**config.mk**
```make
export PLATFORM = sky130hd
export DESIGN_NAME = weighted_arbitration_unit
export DESIGN_NICKNAME = d
export VERILOG_FILES = /design/src/rtl/weighted_arbitration_unit.sv
export SDC_FILE = /design/constraint.sdc
export NUM_CORES = 1
export LEC_CHECK = 0
export ABC_CLOCK_PERIOD_IN_PS = 6000
export CAP_MARGIN = 10
export CORE_ASPECT_RATIO = 1.1
export CORE_UTILIZATION = 53
export DETAILED_ROUTE_END_ITERATION = 16
export HOLD_SLACK_MARGIN = 0.02
export PLACE_DENSITY = 0.84
export SLEW_MARGIN = 20
export SYNTH_ARGS = -nofsm -noshare
export SYNTH_HDL_FRONTEND = slang
export SYNTH_SLANG_ARGS = --single-unit
```
**constraint.sdc**
```tcl
create_clock -name clk -period 6 [get_ports clk]
set_input_delay 1.2 -clock clk [delete_from_list [all_inputs] [get_ports clk]]
set_output_delay 1.2 -clock clk [all_outputs]
set_load 0.05 [all_outputs]
```
**src/rtl/weighted_arbitration_unit.sv**
```systemverilog
// Weighted round-robin arbiter. The grant is combinational in the request
// cycle. Each owner keeps the grant for up to its programmed burst weight
// before the grant rotates. Optional hold freezes the owner and its credit.
module weighted_arbitration_unit #(
   parameter int NUM_CLIENTS  = 8,
   parameter int WEIGHT_WIDTH = 4,
   parameter bit CAN_HOLD     = 1'b0,
   localparam int SEL_W       = (NUM_CLIENTS > 1) ? $clog2(NUM_CLIENTS) : 1
) (
   input  logic                                 clk,
   input  logic                                 rst_n,
   input  logic [NUM_CLIENTS-1:0]               requests,
   input  logic [NUM_CLIENTS*WEIGHT_WIDTH-1:0]  weights,
   input  logic                                 hold,
   output logic [NUM_CLIENTS-1:0]               grants,
   output logic                                 grant_valid,
   output logic [SEL_W-1:0]                     grant_idx,
   output logic [WEIGHT_WIDTH-1:0]              credit
);

   logic [SEL_W-1:0]        owner;
   logic [SEL_W-1:0]        last_selected;
   logic                    owner_valid;
   logic [WEIGHT_WIDTH-1:0] credit_q;

   logic                    hold_en;
   logic                    owner_req;
   logic                    keep;
   logic                    found;
   logic [SEL_W-1:0]        pick;
   logic [WEIGHT_WIDTH-1:0] pick_w;
   logic [SEL_W-1:0]        sel_idx;

   assign hold_en = (CAN_HOLD != 1'b0) && hold;
   assign credit  = credit_q;

   // Does the held-over owner still request? (constant-index scan keeps selects in range)
   always_comb begin
      owner_req = 1'b0;
      for (int i = 0; i < NUM_CLIENTS; i++) begin
         if (SEL_W'(i) == owner) owner_req = requests[i];
      end
   end

   // Owner continues while it requests and has credit left, or is held
   assign keep = owner_valid && owner_req && ((credit_q != '0) || hold_en);

   // Rotation: first requester after last_selected, wrapping, ending on last_selected
   always_comb begin
      int idx;
      idx   = 0;
      found = 1'b0;
      pick  = '0;
      for (int k = 1; k <= NUM_CLIENTS; k++) begin
         idx = int'(last_selected) + k;
         if (idx >= NUM_CLIENTS) idx = idx - NUM_CLIENTS;
         for (int i = 0; i < NUM_CLIENTS; i++) begin
            if (!found && (i == idx) && requests[i]) begin
               found = 1'b1;
               pick  = SEL_W'(i);
            end
         end
      end
   end

   // Effective weight of the rotation pick; a programmed 0 behaves as 1
   always_comb begin
      pick_w = '0;
      for (int i = 0; i < NUM_CLIENTS; i++) begin
         if (SEL_W'(i) == pick) pick_w = weights[i*WEIGHT_WIDTH +: WEIGHT_WIDTH];
      end
      if (pick_w == '0) pick_w = WEIGHT_WIDTH'(1);
   end

   // Grant outputs, forced low while reset is asserted
   always_comb begin
      grants    = '0;
      grant_idx = '0;
      sel_idx   = keep ? owner : pick;
      if (rst_n && (keep || found)) begin
         grant_idx = sel_idx;
         for (int i = 0; i < NUM_CLIENTS; i++) begin
            if (SEL_W'(i) == sel_idx) grants[i] = 1'b1;
         end
      end
   end

   assign grant_valid = |grants;

   // Owner, rotation pointer and burst credit
   always_ff @(posedge clk or negedge rst_n) begin
      if (!rst_n) begin
         owner         <= '0;
         owner_valid   <= 1'b0;
         last_selected <= SEL_W'(NUM_CLIENTS - 1);
         credit_q      <= '0;
      end else if (keep) begin
         if (!hold_en) credit_q <= credit_q - WEIGHT_WIDTH'(1);
      end else if (found) begin
         owner         <= pick;
         last_selected <= pick;
         owner_valid   <= 1'b1;
         credit_q      <= pick_w - WEIGHT_WIDTH'(1);
      end else begin
         owner_valid   <= 1'b0;
         credit_q      <= '0;
      end
   end

endmodule

```
# After elaboration in Yosys (flattened, before gate mapping)
# Index checks and enable logic that the tools add are counted.
# totals
ff_bits,11
inputBits,43
output_inout_bits,16
# classes
n_addsub,18
order_cmp,8
eq_ne,77
n_mux,166
bitwise_logic,1
reduce_logical,209
# ops
cell,n
"4-bit by 32-bit equality test with 1-bit output, first input constant",32
"3-bit by 32-bit equality test with 1-bit output, first input constant",16
"2-bit by 32-bit equality test with 1-bit output, first input constant",8
32-bit zero test,8
32-bit two-way mux,8
3-bit two-way mux,64
1-bit logical AND,130
1-bit two-way mux,82
1-bit zero test,63
4-bit two-way mux,11
"3-bit equality test, first input constant",12
"4-bit by 4-bit subtractor with 5-bit output, second input constant",7
"4-bit greater-or-equal comparator, second input constant",7
"2-bit by 3-bit equality test with 1-bit output, first input constant",6
"3-bit by 3-bit adder with 4-bit output, second input constant",4
"1-bit by 3-bit equality test with 1-bit output, first input constant",3
3-bit zero test,3
"3-bit by 2-bit adder with 4-bit output, second input constant",2
8-bit two-way mux,1
8-bit OR reduction,1
"4-bit by 1-bit subtractor with 4-bit output, second input constant",2
"5-bit by 4-bit subtractor with 6-bit output, second input constant",1
"3-bit by 4-bit adder with 5-bit output, second input constant",1
"5-bit by 4-bit greater-or-equal comparator with 1-bit output, second input constant",1
6 further kinds,6

# Depth between registers and ports, before layout
# logic_depth
ltp_word,272
mapped_depth,22

# Least setup slack after synthesis
# Ideal clock, no wire load.
# synth_timing
path_type,register to output
startpoint,register last_selected[2]
endpoint,output port grants[2]
arrival_time_ps,5002
required_ps,4800
setup_slack_ps,-202
path_stages_with_launch,18
path_cell_list,dfstp_2 > buf_2 > inv_1 > clkbuf_1 > ha_1 > buf_2 > nor4bb_1 > a2bb2oi_1 > o211ai_1 > or2_1 > buf_2 > o22a_2 > o211ai_4 > or3_1 > buf_4 > nor2_1 > a21oi_1 > nor4_1
# synth_via
elab_chain_len,262
word_cells_on_any_way,419
# synth_rtl
item,line,source
start: declaration,22,logic [SEL_W-1:0] last_selected;
start signal: assignment,95,last_selected <= SEL_W'(NUM_CLIENTS - 1);
start signal: assignment,101,last_selected <= pick;
3-bit by 1-bit adder with 4-bit output,55,idx = int'(last_selected) + k;
4-bit by 4-bit subtractor with 5-bit output / 4-bit greater-or-equal comparator (equally long branches),56,if (idx >= NUM_CLIENTS) idx = idx - NUM_CLIENTS;
32-bit two-way mux,56,
32-bit zero test,58,if (!found && (i == idx) && requests[i]) begin
1-bit logical AND,58,
1-bit two-way mux,58,
1-bit zero test,58,
1-bit logical AND (2 in series),58,
[244 not listed],--,
1-bit two-way mux,58,
1-bit zero test,58,
1-bit logical AND (2 in series),58,
3-bit two-way mux,58,
3-bit two-way mux,79,sel_idx = keep ? owner : pick;
2-bit by 3-bit equality test with 1-bit output,83,if (SEL_W'(i) == sel_idx) grants[i] = 1'b1;
1-bit two-way mux,83,
8-bit two-way mux *,80,if (rst_n && (keep || found)) begin
end: declaration,15,"output logic [NUM_CLIENTS-1:0] grants,"
# Every way passes the cells marked *; elsewhere a longest branch is shown, timed or not.

# Worst setup path in the final report
# layout_timing
startpoint,input port requests[4]
endpoint,output port grants[3]
# layout_via
elab_chain_len,242
word_cells_on_any_way,310
# layout_rtl
item,line,source
start: declaration,12,"input logic [NUM_CLIENTS-1:0] requests,"
1-bit logical AND,58,
1-bit two-way mux,58,
1-bit zero test,58,
1-bit logical AND (2 in series),58,
1-bit two-way mux,58,
1-bit zero test,58,
1-bit logical AND (2 in series),58,
1-bit two-way mux,58,
[223 not listed],--,
1-bit two-way mux,58,
1-bit zero test,58,
1-bit logical AND (2 in series),58,
3-bit two-way mux,58,
3-bit two-way mux,79,
2-bit by 3-bit equality test with 1-bit output,83,
1-bit two-way mux,83,
8-bit two-way mux *,80,
# Marks and branches as above.

==> results.md <==
* Outcome: finished clean
* Minimum clock period at 5.86 ns
* Die Area at 0.00568 mm^2
* DR WL/cell at 19.7 um
* Core ar. at 0.00510 mm^2
* CTS Hold Bufs at 0
* Synth Area in Compound Gates at 0.318
* RSZ-0062 raised after global routing: false
* Hold/Removal Path Class: register to register
* Period utilization at 0.977
* I/O Buffers at 57
* Placed insts at 520
* CP peak stage delay at 0.70 ns
* Hold Vio Cnt, Final at 0
* Largest net degree at the start of global routing at 48
* Site row count at 27
* Starting utilization of the core area at 0.559
* Dominant synthesized flop cell: dfrtp_1
* Pre-Repair DR Iteration Count at 5
* Max stage delay cell, worst path: clkdlybuf4s50_1
* Worst setup EP type: primary output
* Total Routing Usage GR at 0.365
* Cell Chain, Critical Path: clkdlybuf4s50_1, mux2_4, and3_1, and3b_1, a221o_1, a21o_4, or2_2, nor2_1, a21oi_1, nor4_1, buf_4
* Final worst slack at 0.138 ns
* Yosys warns at 0
* First-pass GRT wire length at 16.2 mm
* Largest family of logic cells by synthesized area: simple AND/OR/NAND/NOR gates
* # H-tree levels at 1
* Die X at 72.0 um
* Fraction of layout cells with a size suffix above 1 at 0.235
* Total Nets Final at 503
* Fraction of registers with async set/reset at 1.00
* Synthesized flop and latch total at 11
* Worst-path clk slew at 0.05 ns
* Crit path max-delay family: simple AND/OR/NAND/NOR gates
* Global placer's final weighted congestion at 0.989
* TritonCTS clock tree: yes
* Required @ worst endpoint at 4.80 ns
* HPWL after DPL at 8.19 mm
* Clock buffer depth at 2
* Vias in the first global route at 3248
* Via density at 6.71
* Post-synthesis sequential area ratio at 0.0978
* Cts bufs inserted at 3
* Worst-Margin Slew at 0.659 ns
* Total grt overflow at 0
* Synth Area in Simple Gates at 0.371
* Final setup fails at 0
* Ant diodes at 0
* Adder-cell share of the synthesized area at 0.0307
* Post-synth EDFFs at 0
* Die Span Y at 78.9 um
* Mux cell area share after synthesis at 0.0794
* WL final at 10.3 mm
* Max cap viols at 0
* Final Max Tran Viols at 0
* Starting DRT DRC Count at 458
* Largest area contributor in the netlist: dfrtp_1
* I/O pin cnt at 59
* Mapped Cells at 379
* Synth Area in XOR/XNOR at 0.00921
* Clk_lat worst skew at 0.23 ns
* Post-route DRC at 0
* Worst slack, placed at 0.235 ns
* Layout Cells excl Fill at 524
* Syn_area_per_cell at 7.53 um^2
* Worst clock skew at 0.00445 ns
* Root Driver: clkbuf_8
* Max FO, Critical Path at 9
* Top cells by area, synth: dfrtp_1 (7.0%), mux2i_1 (4.9%), nand2_1 (4.7%), a21oi_1 (4.2%), nor2_1 (3.7%)
* Final core occ at 0.730
* Area after DPL at 0.00367 mm^2
* Area delta synth->final at 30.5%
* F_max at 171 MHz
* Final Cell Area at 0.00372 mm^2
* Area fraction of the dominant cell type after synthesis at 0.0702
* Mapped Area at 0.00285 mm^2
* Synth cell types at 92
* Detail Route Antenna Nets at 0
* Initial antenna violation count at 0
* CP arrival at 4.66 ns
* Slew HR at 0.555
* Worst Path Class, Setup: primary input to primary output
* CTS Sinks at 11
* Syn_nets at 429
* Overall via count from detail_route at 3514
* CP bufs+invs at 2
* Worst Setup Start Kind: primary input
## registers in the layout (all words and copies together), names as in the netlist
register and cells:
credit 4, owner_valid 1, last_selected 3, owner 3
## through the flow
| stage | setup TNS, ns | hold slack [ns] |
|---|---|---|
| final | 0 | 0.564 |
| after global routing | 0 | 0.582 |
| after CTS | 0 | 0.557 |
| after detailed placement | 0 | 0.531 |
| after global placement | 0 | 0.522 |
| after floorplan | -0.793 | 0.495 |
## worst register-to-register path: cells and delay by family (launching register included)
kind	cells	cell delay (ns)
simple gates	10	2.47
compound gates	4	0.92
fa+ha+maj	2	0.82
flops	1	0.75
buf+inv	2	0.37
## cell families (layout without fill, tap and decap cells)
logic type	count (synthesis)	in the layout
compound gates	122	122
flops	11	11
xor+xnor	3	3
mux	19	19
simple gates	171	171
buf+inv	46	119
fa+ha+maj	7	7
## area by class of cell
class	instances	area, um^2
multi-input combinational	322	2310
fill	389	1380
timing repair buffer	101	946
sequential	11	279
tap	72	90.1
inverter	14	52.6
clock buffer	4	45.0
## Yosys cell counts (5+ instances only)
cell type   n
o211ai_1    5
a31oi_1    10
mux2i_1    14
nor4_1     10
nor2b_1     5
or3_1       6
o21ai_0    12
nand3_1    10
a21oi_1    24
clkbuf_1   10
nand4_1     5
buf_2      10
a21o_1      6
dfrtp_1     8
nand2_1    36
o21ai_1     5
nor3_1      9
inv_1      14
ha_1        7
nand2b_1   15
nor2_1     28
buf_6       6
## final timing paths
| path | from | endpoint | slack, ns | cells after the start |
|---|---|---|---|---|
| min reg2reg | credit[0] | credit[0] | 0.56 | 1 |
| min in group asynchronous | rst_n | credit[3] | 1.31 | 1 |
| min | credit[0] | credit[0] | 0.56 | 1 |
| max reg2reg | last_selected[1] | credit[1] | 0.60 | 18 |
| max in group asynchronous | rst_n | last_selected[0] | 4.32 | 1 |
| max | requests[4] | grants[3] | 0.14 | 11 |
## cell usage in the layout, fill, tap and decap left out, types with 8 or more instances in the layout
cell | Yosys | layout
nor3_1 | 9 | 9
nor2_1 | 28 | 28
mux2i_1 | 14 | 14
a21oi_1 | 24 | 24
buf_4 | 2 | 50
a31oi_1 | 10 | 10
nand3_1 | 10 | 10
o21ai_0 | 12 | 12
nand2b_1 | 15 | 15
nor4_1 | 10 | 10
nand2_1 | 36 | 36
inv_1 | 14 | 14
clkdlybuf4s50_1 | 0 | 45
dfrtp_1 | 8 | 8
## timing repair
action,CTS,global route
buffers inserted,0,0
gates resized for setup,0,2
setup endpoints to repair,0,2
## layer usage
layer / up-vias / GRT usage / share of wire
li1: 1599 / - / -
met1: 1655 / 0.484 / 0.41
met2: 222 / 0.588 / 0.46
met3: 38 / 0.0495 / 0.094
met4: 0 / 0.163 / 0.037
met5: - / 0 / 0
Power is left out: the tool's default activity adds up to more than one toggle a clock period on the data nets, which glitch-free logic cannot reach.
